===== config.mk =====
export PLATFORM = sky130hd
export DESIGN_NAME = sdram_client_arbiter_flat
export DESIGN_NICKNAME = d
export VERILOG_FILES = /design/src/rtl/sdram_client_arbiter_if.sv /design/src/rtl/sdram_client_arbiter.sv /design/src/flat_wrapper.sv
export SDC_FILE = /design/constraint.sdc
export NUM_CORES = 1
export LEC_CHECK = 0
export CORE_ASPECT_RATIO = 1.4
export CORE_MARGIN = 4
export CORE_UTILIZATION = 40
export CTS_CLUSTER_DIAMETER = 60
export CTS_CLUSTER_SIZE = 25
export DETAILED_ROUTE_END_ITERATION = 10
export PLACE_DENSITY = 0.77
export SYNTH_ARGS = -nofsm -noshare
export SYNTH_HDL_FRONTEND = slang
export SYNTH_SLANG_ARGS = --single-unit

===== constraint.sdc =====
create_clock -name clk -period 2.6 [get_ports clk]
set_input_delay 0.26 -clock clk [delete_from_list [all_inputs] [get_ports clk]]
set_output_delay 0.26 -clock clk [all_outputs]
set_load 0.01 [all_outputs]

===== src/rtl/sdram_client_arbiter_if.sv =====
// rtl/sdram_client_arbiter_if.sv - client and controller signal bundle for the SDRAM client arbiter
interface sdram_client_arbiter_if;
    logic [26:1] sdr_cpu_addr;
    logic [15:0] sdr_cpu_data;
    logic [1:0]  sdr_cpu_be;
    logic        sdr_cpu_rw;
    logic        sdr_cpu_req;
    logic [15:0] sdr_cpu_q;
    logic        sdr_cpu_ack;

    logic [26:1] sdr_scn_main_addr;
    logic        sdr_scn_main_req;
    logic [31:0] sdr_scn_main_q;
    logic        sdr_scn_main_ack;

    logic [26:1] ram_addr;
    logic [15:0] ram_din;
    logic [1:0]  ram_be;
    logic        ram_we;
    logic        ram_req;
    logic [15:0] ram_dout;
    logic        ram_ready;

    // Arbiter side.
    modport slave (
        input  sdr_cpu_addr, sdr_cpu_data, sdr_cpu_be, sdr_cpu_rw, sdr_cpu_req,
        input  sdr_scn_main_addr, sdr_scn_main_req,
        input  ram_dout, ram_ready,
        output sdr_cpu_q, sdr_cpu_ack, sdr_scn_main_q, sdr_scn_main_ack,
        output ram_addr, ram_din, ram_be, ram_we, ram_req
    );

    // Client and controller side.
    modport master (
        output sdr_cpu_addr, sdr_cpu_data, sdr_cpu_be, sdr_cpu_rw, sdr_cpu_req,
        output sdr_scn_main_addr, sdr_scn_main_req,
        output ram_dout, ram_ready,
        input  sdr_cpu_q, sdr_cpu_ack, sdr_scn_main_q, sdr_scn_main_ack,
        input  ram_addr, ram_din, ram_be, ram_we, ram_req
    );
endinterface


===== src/rtl/sdram_client_arbiter.sv =====
// rtl/sdram_client_arbiter.sv - round-robin CPU/SCN toggle-handshake arbiter onto a single-port SDRAM controller
module sdram_client_arbiter #(
    parameter logic [26:1] SCN_BASE = 26'h0100000
) (
    input  logic                   clk,
    input  logic                   reset,
    sdram_client_arbiter_if.slave  bus
);
    typedef enum logic [1:0] {IDLE, CPU_WAIT, SCN_LO_WAIT, SCN_HI_WAIT} state_t;

    localparam logic GRANT_CPU = 1'b0;
    localparam logic GRANT_SCN = 1'b1;

    state_t      state_q, state_d;
    logic        last_grant_q, last_grant_d;
    logic [26:1] ram_addr_q, ram_addr_d;
    logic [15:0] ram_din_q, ram_din_d;
    logic [1:0]  ram_be_q, ram_be_d;
    logic        ram_we_q, ram_we_d;
    logic        ram_req_q, ram_req_d;
    logic [15:0] cpu_q_q, cpu_q_d;
    logic        cpu_ack_q, cpu_ack_d;
    logic [31:0] scn_q_q, scn_q_d;
    logic        scn_ack_q, scn_ack_d;

    logic        cpu_pend, scn_pend;
    logic [26:1] scn_lo_addr;

    assign cpu_pend = bus.sdr_cpu_req != cpu_ack_q;
    assign scn_pend = bus.sdr_scn_main_req != scn_ack_q;
    // A 32-bit fetch always starts on the even word; the base add wraps modulo 2^26.
    assign scn_lo_addr = (bus.sdr_scn_main_addr & ~26'h1) + SCN_BASE;

    always_comb begin
        state_d      = state_q;
        last_grant_d = last_grant_q;
        ram_addr_d   = ram_addr_q;
        ram_din_d    = ram_din_q;
        ram_be_d     = ram_be_q;
        ram_we_d     = ram_we_q;
        ram_req_d    = 1'b0;
        cpu_q_d      = cpu_q_q;
        cpu_ack_d    = cpu_ack_q;
        scn_q_d      = scn_q_q;
        scn_ack_d    = scn_ack_q;
        case (state_q)
            IDLE: begin
                if (cpu_pend && (!scn_pend || last_grant_q == GRANT_SCN)) begin
                    last_grant_d = GRANT_CPU;
                    ram_req_d    = 1'b1;
                    ram_addr_d   = bus.sdr_cpu_addr;
                    ram_din_d    = bus.sdr_cpu_data;
                    ram_be_d     = bus.sdr_cpu_be;
                    ram_we_d     = ~bus.sdr_cpu_rw;
                    state_d      = CPU_WAIT;
                end else if (scn_pend) begin
                    last_grant_d = GRANT_SCN;
                    ram_req_d    = 1'b1;
                    ram_addr_d   = scn_lo_addr;
                    ram_we_d     = 1'b0;
                    ram_be_d     = 2'b11;
                    state_d      = SCN_LO_WAIT;
                end
            end
            CPU_WAIT: begin
                if (bus.ram_ready) begin
                    if (!ram_we_q) begin
                        cpu_q_d = bus.ram_dout;
                    end
                    cpu_ack_d = ~cpu_ack_q;
                    state_d   = IDLE;
                end
            end
            SCN_LO_WAIT: begin
                // Chain the upper half immediately so the fetch holds the controller.
                if (bus.ram_ready) begin
                    scn_q_d[15:0] = bus.ram_dout;
                    ram_req_d     = 1'b1;
                    ram_addr_d    = ram_addr_q + 26'd1;
                    state_d       = SCN_HI_WAIT;
                end
            end
            SCN_HI_WAIT: begin
                if (bus.ram_ready) begin
                    scn_q_d[31:16] = bus.ram_dout;
                    scn_ack_d      = ~scn_ack_q;
                    state_d        = IDLE;
                end
            end
            default: state_d = IDLE;
        endcase
    end

    always_ff @(posedge clk or posedge reset) begin
        if (reset) begin
            state_q      <= IDLE;
            last_grant_q <= GRANT_CPU;
            ram_addr_q   <= '0;
            ram_din_q    <= '0;
            ram_be_q     <= '0;
            ram_we_q     <= 1'b0;
            ram_req_q    <= 1'b0;
            cpu_q_q      <= '0;
            cpu_ack_q    <= 1'b0;
            scn_q_q      <= '0;
            scn_ack_q    <= 1'b0;
        end else begin
            state_q      <= state_d;
            last_grant_q <= last_grant_d;
            ram_addr_q   <= ram_addr_d;
            ram_din_q    <= ram_din_d;
            ram_be_q     <= ram_be_d;
            ram_we_q     <= ram_we_d;
            ram_req_q    <= ram_req_d;
            cpu_q_q      <= cpu_q_d;
            cpu_ack_q    <= cpu_ack_d;
            scn_q_q      <= scn_q_d;
            scn_ack_q    <= scn_ack_d;
        end
    end

    assign bus.ram_addr         = ram_addr_q;
    assign bus.ram_din          = ram_din_q;
    assign bus.ram_be           = ram_be_q;
    assign bus.ram_we           = ram_we_q;
    assign bus.ram_req          = ram_req_q;
    assign bus.sdr_cpu_q        = cpu_q_q;
    assign bus.sdr_cpu_ack      = cpu_ack_q;
    assign bus.sdr_scn_main_q   = scn_q_q;
    assign bus.sdr_scn_main_ack = scn_ack_q;
endmodule


===== src/flat_wrapper.sv =====
// flat-port wrapper written by rule: the top's interface ports become plain ports
module sdram_client_arbiter_flat 
#(
    parameter logic [26:1] SCN_BASE = 26'h0100000
)
  (clk, reset, bus_sdr_cpu_addr, bus_sdr_cpu_data, bus_sdr_cpu_be, bus_sdr_cpu_rw, bus_sdr_cpu_req, bus_sdr_scn_main_addr, bus_sdr_scn_main_req, bus_ram_dout, bus_ram_ready, bus_sdr_cpu_q, bus_sdr_cpu_ack, bus_sdr_scn_main_q, bus_sdr_scn_main_ack, bus_ram_addr, bus_ram_din, bus_ram_be, bus_ram_we, bus_ram_req);
  sdram_client_arbiter_if bus_i ();
  input  logic clk;
  input  logic reset;
  input wire logic [$bits(bus_i.sdr_cpu_addr)-1:0] bus_sdr_cpu_addr;
  input wire logic [$bits(bus_i.sdr_cpu_data)-1:0] bus_sdr_cpu_data;
  input wire logic [$bits(bus_i.sdr_cpu_be)-1:0] bus_sdr_cpu_be;
  input wire logic [$bits(bus_i.sdr_cpu_rw)-1:0] bus_sdr_cpu_rw;
  input wire logic [$bits(bus_i.sdr_cpu_req)-1:0] bus_sdr_cpu_req;
  input wire logic [$bits(bus_i.sdr_scn_main_addr)-1:0] bus_sdr_scn_main_addr;
  input wire logic [$bits(bus_i.sdr_scn_main_req)-1:0] bus_sdr_scn_main_req;
  input wire logic [$bits(bus_i.ram_dout)-1:0] bus_ram_dout;
  input wire logic [$bits(bus_i.ram_ready)-1:0] bus_ram_ready;
  output wire logic [$bits(bus_i.sdr_cpu_q)-1:0] bus_sdr_cpu_q;
  output wire logic [$bits(bus_i.sdr_cpu_ack)-1:0] bus_sdr_cpu_ack;
  output wire logic [$bits(bus_i.sdr_scn_main_q)-1:0] bus_sdr_scn_main_q;
  output wire logic [$bits(bus_i.sdr_scn_main_ack)-1:0] bus_sdr_scn_main_ack;
  output wire logic [$bits(bus_i.ram_addr)-1:0] bus_ram_addr;
  output wire logic [$bits(bus_i.ram_din)-1:0] bus_ram_din;
  output wire logic [$bits(bus_i.ram_be)-1:0] bus_ram_be;
  output wire logic [$bits(bus_i.ram_we)-1:0] bus_ram_we;
  output wire logic [$bits(bus_i.ram_req)-1:0] bus_ram_req;
  assign bus_i.sdr_cpu_addr = bus_sdr_cpu_addr;
  assign bus_i.sdr_cpu_data = bus_sdr_cpu_data;
  assign bus_i.sdr_cpu_be = bus_sdr_cpu_be;
  assign bus_i.sdr_cpu_rw = bus_sdr_cpu_rw;
  assign bus_i.sdr_cpu_req = bus_sdr_cpu_req;
  assign bus_i.sdr_scn_main_addr = bus_sdr_scn_main_addr;
  assign bus_i.sdr_scn_main_req = bus_sdr_scn_main_req;
  assign bus_i.ram_dout = bus_ram_dout;
  assign bus_i.ram_ready = bus_ram_ready;
  assign bus_sdr_cpu_q = bus_i.sdr_cpu_q;
  assign bus_sdr_cpu_ack = bus_i.sdr_cpu_ack;
  assign bus_sdr_scn_main_q = bus_i.sdr_scn_main_q;
  assign bus_sdr_scn_main_ack = bus_i.sdr_scn_main_ack;
  assign bus_ram_addr = bus_i.ram_addr;
  assign bus_ram_din = bus_i.ram_din;
  assign bus_ram_be = bus_i.ram_be;
  assign bus_ram_we = bus_i.ram_we;
  assign bus_ram_req = bus_i.ram_req;
  sdram_client_arbiter #(.SCN_BASE(SCN_BASE)) u_core (.clk(clk), .reset(reset), .bus(bus_i));
endmodule

==> metrics.md, run 1 <==
| Metric | Value |
|---|---|
| Max_slew headroom | 0.566 |
| Leak | 0.00302 uW |
| Layout Skew | 11.4 ps |
| Antenna viol nets, final | 0 |
| DP HPWL | 10500 um |
| Cell Pwr Density | 1250 mW/mm2 |
| Root buffer cell | clkbuf_16 |
| Syn_area_per_cell | 10.6 um2 |
| Max-cap viol count | 0 |
| Startpoint Class | flip-flop |
| Clock transition at path regs | 70 ps |
| Die Span X | 101 um |
| Antenna violations before repair | 0 |
| Antenna diode count | 0 |
| Insertion delay to the later sink of the worst-skew pair | 330 ps |
| Final worst-path cycle share | 0.796 |
| Post-DR wirelength/cell | 18.0 um |
| CP Max Fanout | 6 |
| Routed WL | 14300 um |
| Ys flop type | dfrtp_1 |
| Router iterations before antenna repair | 4 |
| TritonCTS Buffers | 9 |
| Sequential share of the synthesized area | 0.514 |
| Arrival time worst endpoint | 2330 ps |
| Kind of critical path | flip-flop to flip-flop |
| Via count | 4258 |
| Sink Count | 99 |
| Worst Tran Pin Value | 650 ps |
| Syn nets | 549 |
| Synth Cell Area | 0.00482 mm2 |
| Unrepaired setup endpoints after global routing | false |
| Status | finished, final reports clean |
| Final setup fails | 0 |
| Hold Crit Class | input port to async pin |
| Port bufs | 186 |
| Die H | 138 um |
| Crit path max-delay family | simple AND/OR/NAND/NOR gates |
| Post-synth top area cell | dfrtp_1 |
| WP data required | 2860 ps |
| Gr usage total | 0.206 |
| Ranking of synthesized cells by area | dfrtp_1, mux2_2, nand2_1 |
| CTS resizes | 0 |
| Synth cell types | 56 |
| Synthesized flop and latch total | 99 |
| Ys Warns | 0 |
| Most numerous cell in the Yosys netlist | dfrtp_1 |
| Die footprint | 0.0139 mm2 |
| Via-to-Cell Ratio | 5.35 |
| Setup tns final | 0 ps |
| Peak supply drop | 0.724 mV |
| Min Hold Slack | 367 ps |
| Post-synthesis cell count | 455 |
| Yosys top cell area share | 0.514 |
| H-tree Lvls | 3 |
| CP max-delay cell | nor4_2 |
| Slew Viols, Final | 0 |
| Buf/Inv on CP | 0 |
| Ports | 188 |
| Setup Fix Bufs, Post-CTS | 0 |
| Crit-path max cell delay | 550 ps |
| Max Freq | 0.483 GHz |
| Setup crit end kind | flip-flop |
| Crit path cell chain | ha_1 -> nand4_1 -> nor4_2 -> nand2_1 -> or3_1 -> nand4_1 |
| Post-synth EDFFs | 0 |
| Number of global-route vias before repair | 4551 |
| Fin. Hold Viols | 0 |
| Clock tree buffer depth | 2 |
| Total grt overflow | 0 |
| Worst path most repeated cell | nand4_1 |
| First-pass GRT wire length | 22600 um |
| Core Footprint | 0.0118 mm2 |
| Synth top cells by count | dfrtp_1, nand2_1, mux2_2, nand3_1, o21ai_0 |
| Post-CTS Hold Buffers | 0 |
| Initial Util | 0.408 |
| Post-route DRC violation count | 0 |
| Layout cells sized above 1 | 0.153 |
| Initial DRC count | 168 |
| Async SR Flop Fraction | 1.00 |
| Row count | 47 |
| Pin count of the biggest net entering global routing | 40 |
| CTS tree | built |
| Min Tclk post-route | 2070 ps |
| Gpl congestion | 0.853 |
| Nets | 738 |
| Layout area overhead | 49.6% |
[sequential cells by signal, summed over array words and instances (netlist names)]
| register | cells |
|---|---|
| u_core.state_q | 2 |
| u_core.bus.ram_req | 1 |
| u_core.bus.sdr_scn_main_ack | 1 |
| u_core.bus.ram_addr | 26 |
| u_core.bus.ram_we | 1 |
| u_core.bus.sdr_cpu_ack | 1 |
| u_core.bus.ram_din | 16 |
| u_core.bus.sdr_cpu_q | 16 |
| u_core.bus.sdr_scn_main_q | 32 |
| u_core.bus.ram_be | 2 |
| u_core.last_grant_q | 1 |
[worst reg2reg max path: cells and delay by family, from the launching register on]
kind | cells | cell delay [ps]
and+or+nand+nor | 5 | 1270
adders and majority gates | 1 | 260
DFF | 1 | 460
[final cells by class]
cell class	count	area, um2
Fill cell	975	4620
Timing Repair Buffer	202	2010
Sequential cell	99	2480
Clock buffer	13	280
Clock inverter	3	43.8
Inverter	5	25.0
Multi-Input combinational cell	327	2190
Tap cell	147	184
[path summary, 6_finish.rpt]
path                                                                start  slack, ps  cells after the start                                   endpoint
worst max-delay path                   u_core.bus.ram_addr[1]$_DFFE_PP0P_        530                      6        u_core.bus.ram_addr[25]$_DFFE_PP0P_
worst min-delay path                                                reset        370                      2         u_core.bus.ram_din[11]$_DFFE_PP0P_
worst max register to register         u_core.bus.ram_addr[1]$_DFFE_PP0P_        530                      6        u_core.bus.ram_addr[25]$_DFFE_PP0P_
worst min register to register  u_core.bus.sdr_scn_main_q[15]$_DFFE_PP0P_        480                      2  u_core.bus.sdr_scn_main_q[15]$_DFFE_PP0P_
max in group asynchronous                                           reset       1540                      3        u_core.bus.ram_addr[13]$_DFFE_PP0P_
min in group clk                u_core.bus.sdr_scn_main_q[15]$_DFFE_PP0P_        480                      2  u_core.bus.sdr_scn_main_q[15]$_DFFE_PP0P_
[cell families after synthesis]
| group | count (synthesis) | share of synthesized area |
|---|---|---|
| buf+inv | 29 | 0.0317 |
| compound gates | 72 | 0.102 |
| fa+ha+maj | 2 | 0.00519 |
| simple gates | 178 | 0.178 |
| mux | 66 | 0.151 |
| flops | 99 | 0.514 |
| xor+xnor | 9 | 0.0179 |
[cell usage in the layout (no fill, tap or decap), drive strengths merged, types with 9 or more instances in the layout]
cell	n
nand3	17
nand4	13
clkbuf	13
o21ai	19
nor2	18
clkdlybuf4s50	186
buf	16
nand2	96
mux2	52
dfrtp	99
nor3	9
mux2i	14
a21oi	16
[stage by stage]
step,cell area [um2],power [uW],setup slack [ps],util,instances
after floorplan,4820,5330,862,-,455
after global placement,6880,7500,426,0.582,780
after detailed placement,6880,7650,348,0.582,780
after CTS,7200,9110,539,0.610,796
after global routing,7200,9630,385,0.610,796
final,7200,9020,530,0.610,796
[layer usage]
metal	track usage	vias up	wire length (um)
met5	0	-	0
met4	0.0592	0	215
met3	0.0760	19	1450
met2	0.359	172	7270
met1	0.234	2061	5360
li1	-	2006	-
[report_power, final]
part           internal [uW]  switching [uW]
sequential              2320             683
clock                    852             572
combinational           2510            2090
total                   5680            3340
Note: power is estimated with default switching activity, not from simulation.
==> run 2: changes to the inputs <==
--- a/config.mk
+++ b/config.mk
@@ -7,11 +7,11 @@
 export LEC_CHECK = 0
 export CORE_ASPECT_RATIO = 1.4
 export CORE_MARGIN = 4
-export CORE_UTILIZATION = 40
+export CORE_UTILIZATION = 44
 export CTS_CLUSTER_DIAMETER = 60
 export CTS_CLUSTER_SIZE = 25
 export DETAILED_ROUTE_END_ITERATION = 10
-export PLACE_DENSITY = 0.77
+export PLACE_DENSITY = 0.81
 export SYNTH_ARGS = -nofsm -noshare
 export SYNTH_HDL_FRONTEND = slang
 export SYNTH_SLANG_ARGS = --single-unit
==> constraint.sdc (replaced) <==
create_clock -name clk -period 2.15 [get_ports clk]
set_input_delay 0.215 -clock clk [delete_from_list [all_inputs] [get_ports clk]]
set_output_delay 0.215 -clock clk [all_outputs]
set_load 0.01 [all_outputs]
==> metrics.md, run 2 (synthesis gave the netlist of run 1 again) <==
| Metric | Value |
|---|---|
| Status | finished, final reports clean (unchanged) |
| Most common cell after layout, fill and taps aside | clkdlybuf4s50_1 (unchanged) |
| Max_slew headroom | 0.632 (was 0.566) |
| TritonCTS Buffers | 9 (unchanged) |
| Unrepaired setup endpoints after global routing | false (unchanged) |
| Arrival time worst endpoint | 2200 ps (was 2330 ps) |
| Post-CTS Hold Buffers | 0 (unchanged) |
| Max-cap viol count | 0 (unchanged) |
| Buf/Inv on CP | 1 (was 0) |
| Reg-to-reg startpoint | u_core.bus.ram_addr[1]$_DFFE_PP0P_ (unchanged) |
| CP max-delay cell | dfrtp_1 (was nor4_2) |
| Clock tree buffer depth | 2 (unchanged) |
| Max reg flops | 32 (unchanged) |
| Leak | 0.00306 uW (was 0.00302 uW) |
| Die Span X | 96.4 um (was 101 um) |
| Total grt overflow | 0 (unchanged) |
| Root buffer cell | clkbuf_16 (unchanged) |
| Sink Count | 99 (unchanged) |
| R2R depth | 7 (was 6) |
| Layout Skew | 7.18 ps (was 11.4 ps) |
| Row count | 44 (was 47) |
| Gr usage total | 0.232 (was 0.206) |
| Initial Util | 0.458 (was 0.408) |
| Fill cells | 813 (was 975) |
| Routed WL | 14700 um (was 14300 um) |
| Number of cells on the critical path | 7 (was 6) |
| Insertion delay to the later sink of the worst-skew pair | 340 ps (was 330 ps) |
| Min Tclk post-route | 1930 ps (was 2070 ps) |
| Worst Tran Pin Value | 553 ps (was 650 ps) |
| Slew Viols, Final | 0 (unchanged) |
| R2r setup slk | 220 ps (was 530 ps) |
| CP Max Fanout | 6 (unchanged) |
| CTS resizes | 0 (unchanged) |
| Via count | 4332 (was 4258) |
| Setup tns final | 0 ps (unchanged) |
| CTS tree | built (unchanged) |
| Startpoint Class | flip-flop (unchanged) |
| Via-to-Cell Ratio | 5.44 (was 5.35) |
| Layout cells sized above 1 | 0.164 (was 0.153) |
| Setup Fix Bufs, Post-CTS | 0 (unchanged) |
| Fin. Hold Viols | 0 (unchanged) |
| Antenna violations before repair | 0 (unchanged) |
| H-tree Lvls | 3 (unchanged) |
| Most frequent cells in the layout | clkdlybuf4s50_1, dfrtp_1, nand2_1, mux2_2, buf_4 (was clkdlybuf4s50_1, dfrtp_1, nand2_1, mux2_2, nand3_1) |
| DP HPWL | 11000 um (was 10500 um) |
| Core Footprint | 0.0105 mm2 (was 0.0118 mm2) |
| Pin count of the biggest net entering global routing | 100 (was 40) |
| Post-route DRC violation count | 0 (unchanged) |
| Number of global-route vias before repair | 4655 (was 4551) |
| Gpl congestion | 0.930 (was 0.853) |
| Hold Crit Class | input port to async pin (unchanged) |
| Clock transition at path regs | 70 ps (about the same) |
| Die footprint | 0.0127 mm2 (was 0.0139 mm2) |
| Core Util, Final | 0.690 (was 0.610) |
| Layout area overhead | 50.7% (was 49.6%) |
| Worst R2R End | u_core.bus.ram_addr[25]$_DFFE_PP0P_ (unchanged) |
| Peak supply drop | 0.905 mV (was 0.724 mV) |
| First-pass GRT wire length | 23200 um (was 22600 um) |
| Cell Pwr Density | 1520 mW/mm2 (was 1250 mW/mm2) |
| Crit-path max cell delay | 440 ps (was 550 ps) |
| Crit path max-delay family | simple AND/OR/NAND/NOR gates (unchanged) |
| Max Freq | 0.517 GHz (was 0.483 GHz) |
| Worst path most repeated cell | nand4_1 (unchanged) |
| Kind of critical path | flip-flop to flip-flop (unchanged) |
| Port bufs | 186 (unchanged) |
| Post-DR wirelength/cell | 18.5 um (was 18.0 um) |
| Die H | 132 um (was 138 um) |
| Crit path cell chain | ha_1 -> nand4_1 -> nor4_2 -> buf_4 -> nand2_1 -> or3_1 -> nand4_1 (was ha_1 -> nand4_1 -> nor4_2 -> nand2_1 -> or3_1 -> nand4_1) |
| Final worst-path cycle share | 0.899 (was 0.796) |
| Ports | 188 (unchanged) |
| Initial DRC count | 243 (was 168) |
| Nets | 748 (was 738) |
| Setup crit end kind | flip-flop (unchanged) |
| Antenna viol nets, final | 0 (unchanged) |
| WP data required | 2420 ps (was 2860 ps) |
| Final setup fails | 0 (unchanged) |
| Router iterations before antenna repair | 4 (unchanged) |
| Antenna diode count | 0 (unchanged) |
-- run 2: cell types whose count changed in the layout (fill, tap and decap cells not counted), sizes merged --
| cell | delta |
|---|---|
| clkbuf | -4 |
| buf | +10 |
| clkinvlp | +1 |
| inv | +2 |
-- run 2: worst register-to-register path: cells and delay by family, from the launching register on --
family / cells / cell delay [ps]
fa+ha+maj: 1 / 270
buf+inv: 1 / 180
flops: 1 / 440
simple gates: 5 / 990
-- run 2: worst max-delay path by stage --
stage | startpoint | end | slack [ps]
2_1_floorplan | u_core.bus.sdr_cpu_ack$_DFFE_PP0P_ | u_core.bus.ram_addr[1]$_DFFE_PP0P_ | 410
3_5_place_dp | bus_sdr_cpu_req | u_core.bus.ram_addr[18]$_DFFE_PP0P_ | 20
4_1_cts | u_core.bus.ram_addr[1]$_DFFE_PP0P_ | u_core.bus.ram_addr[25]$_DFFE_PP0P_ | 220
5_1_grt | u_core.bus.ram_addr[1]$_DFFE_PP0P_ | u_core.bus.ram_addr[25]$_DFFE_PP0P_ | 70
3_3_place_gp | bus_sdr_cpu_req | u_core.bus.ram_addr[8]$_DFFE_PP0P_ | 120
6_report | u_core.bus.ram_addr[1]$_DFFE_PP0P_ | u_core.bus.ram_addr[25]$_DFFE_PP0P_ | 220
-- run 2: area by class of cell --
cell class | instances | area (um2) | area share
Sequential cell | 99 | 2480 | 0.341
Multi-Input combinational cell | 327 | 2190 | 0.301
Timing Repair Buffer | 212 | 2110 | 0.290
Clock buffer | 9 | 225 | 0.0310
Tap cell | 138 | 173 | 0.0238
Clock inverter | 6 | 65.1 | 0.00896
Inverter | 5 | 25.0 | 0.00345
-- run 2: power breakdown --
group	internal [uW]	total, uW	switching (uW)
clock network	900	1600	700
logic	3200	5830	2630
registers	2800	3620	811
total	6900	11000	4140
-- run 2: per-layer routing --
| metal | part of all wire | global-route usage |
|---|---|---|
| met2 | 0.52 | 0.414 |
| met4 | 0.025 | 0.0780 |
| met5 | 0 | 0 |
| met3 | 0.091 | 0.0697 |
| met1 | 0.36 | 0.257 |
-- run 2: per-stage QoR --
stage | hold slack [ps] | power, uW | instance area (um2) | worst slack [ps] | std cells
2_1_floorplan | 308 | 6450 | 4820 | 412 | 455
3_3_place_gp | 457 | 9260 | 6970 | 119 | 781
3_5_place_dp | 461 | 9500 | 6970 | 19.8 | 781
4_1_cts | 417 | 11100 | 7260 | 217 | 796
5_1_grt | 447 | 11700 | 7260 | 71.8 | 796
6_report | 362 | 11000 | 7260 | 216 | 796
==> run 3: changes to the inputs <==
--- a/config.mk
+++ b/config.mk
@@ -8,7 +8,6 @@
 export CORE_ASPECT_RATIO = 1.4
 export CORE_MARGIN = 4
 export CORE_UTILIZATION = 44
-export CTS_CLUSTER_DIAMETER = 60
 export CTS_CLUSTER_SIZE = 25
 export DETAILED_ROUTE_END_ITERATION = 10
 export PLACE_DENSITY = 0.81
==> results of run 3 <==
Final layout, timing and power as in run 2 (identical DEF).
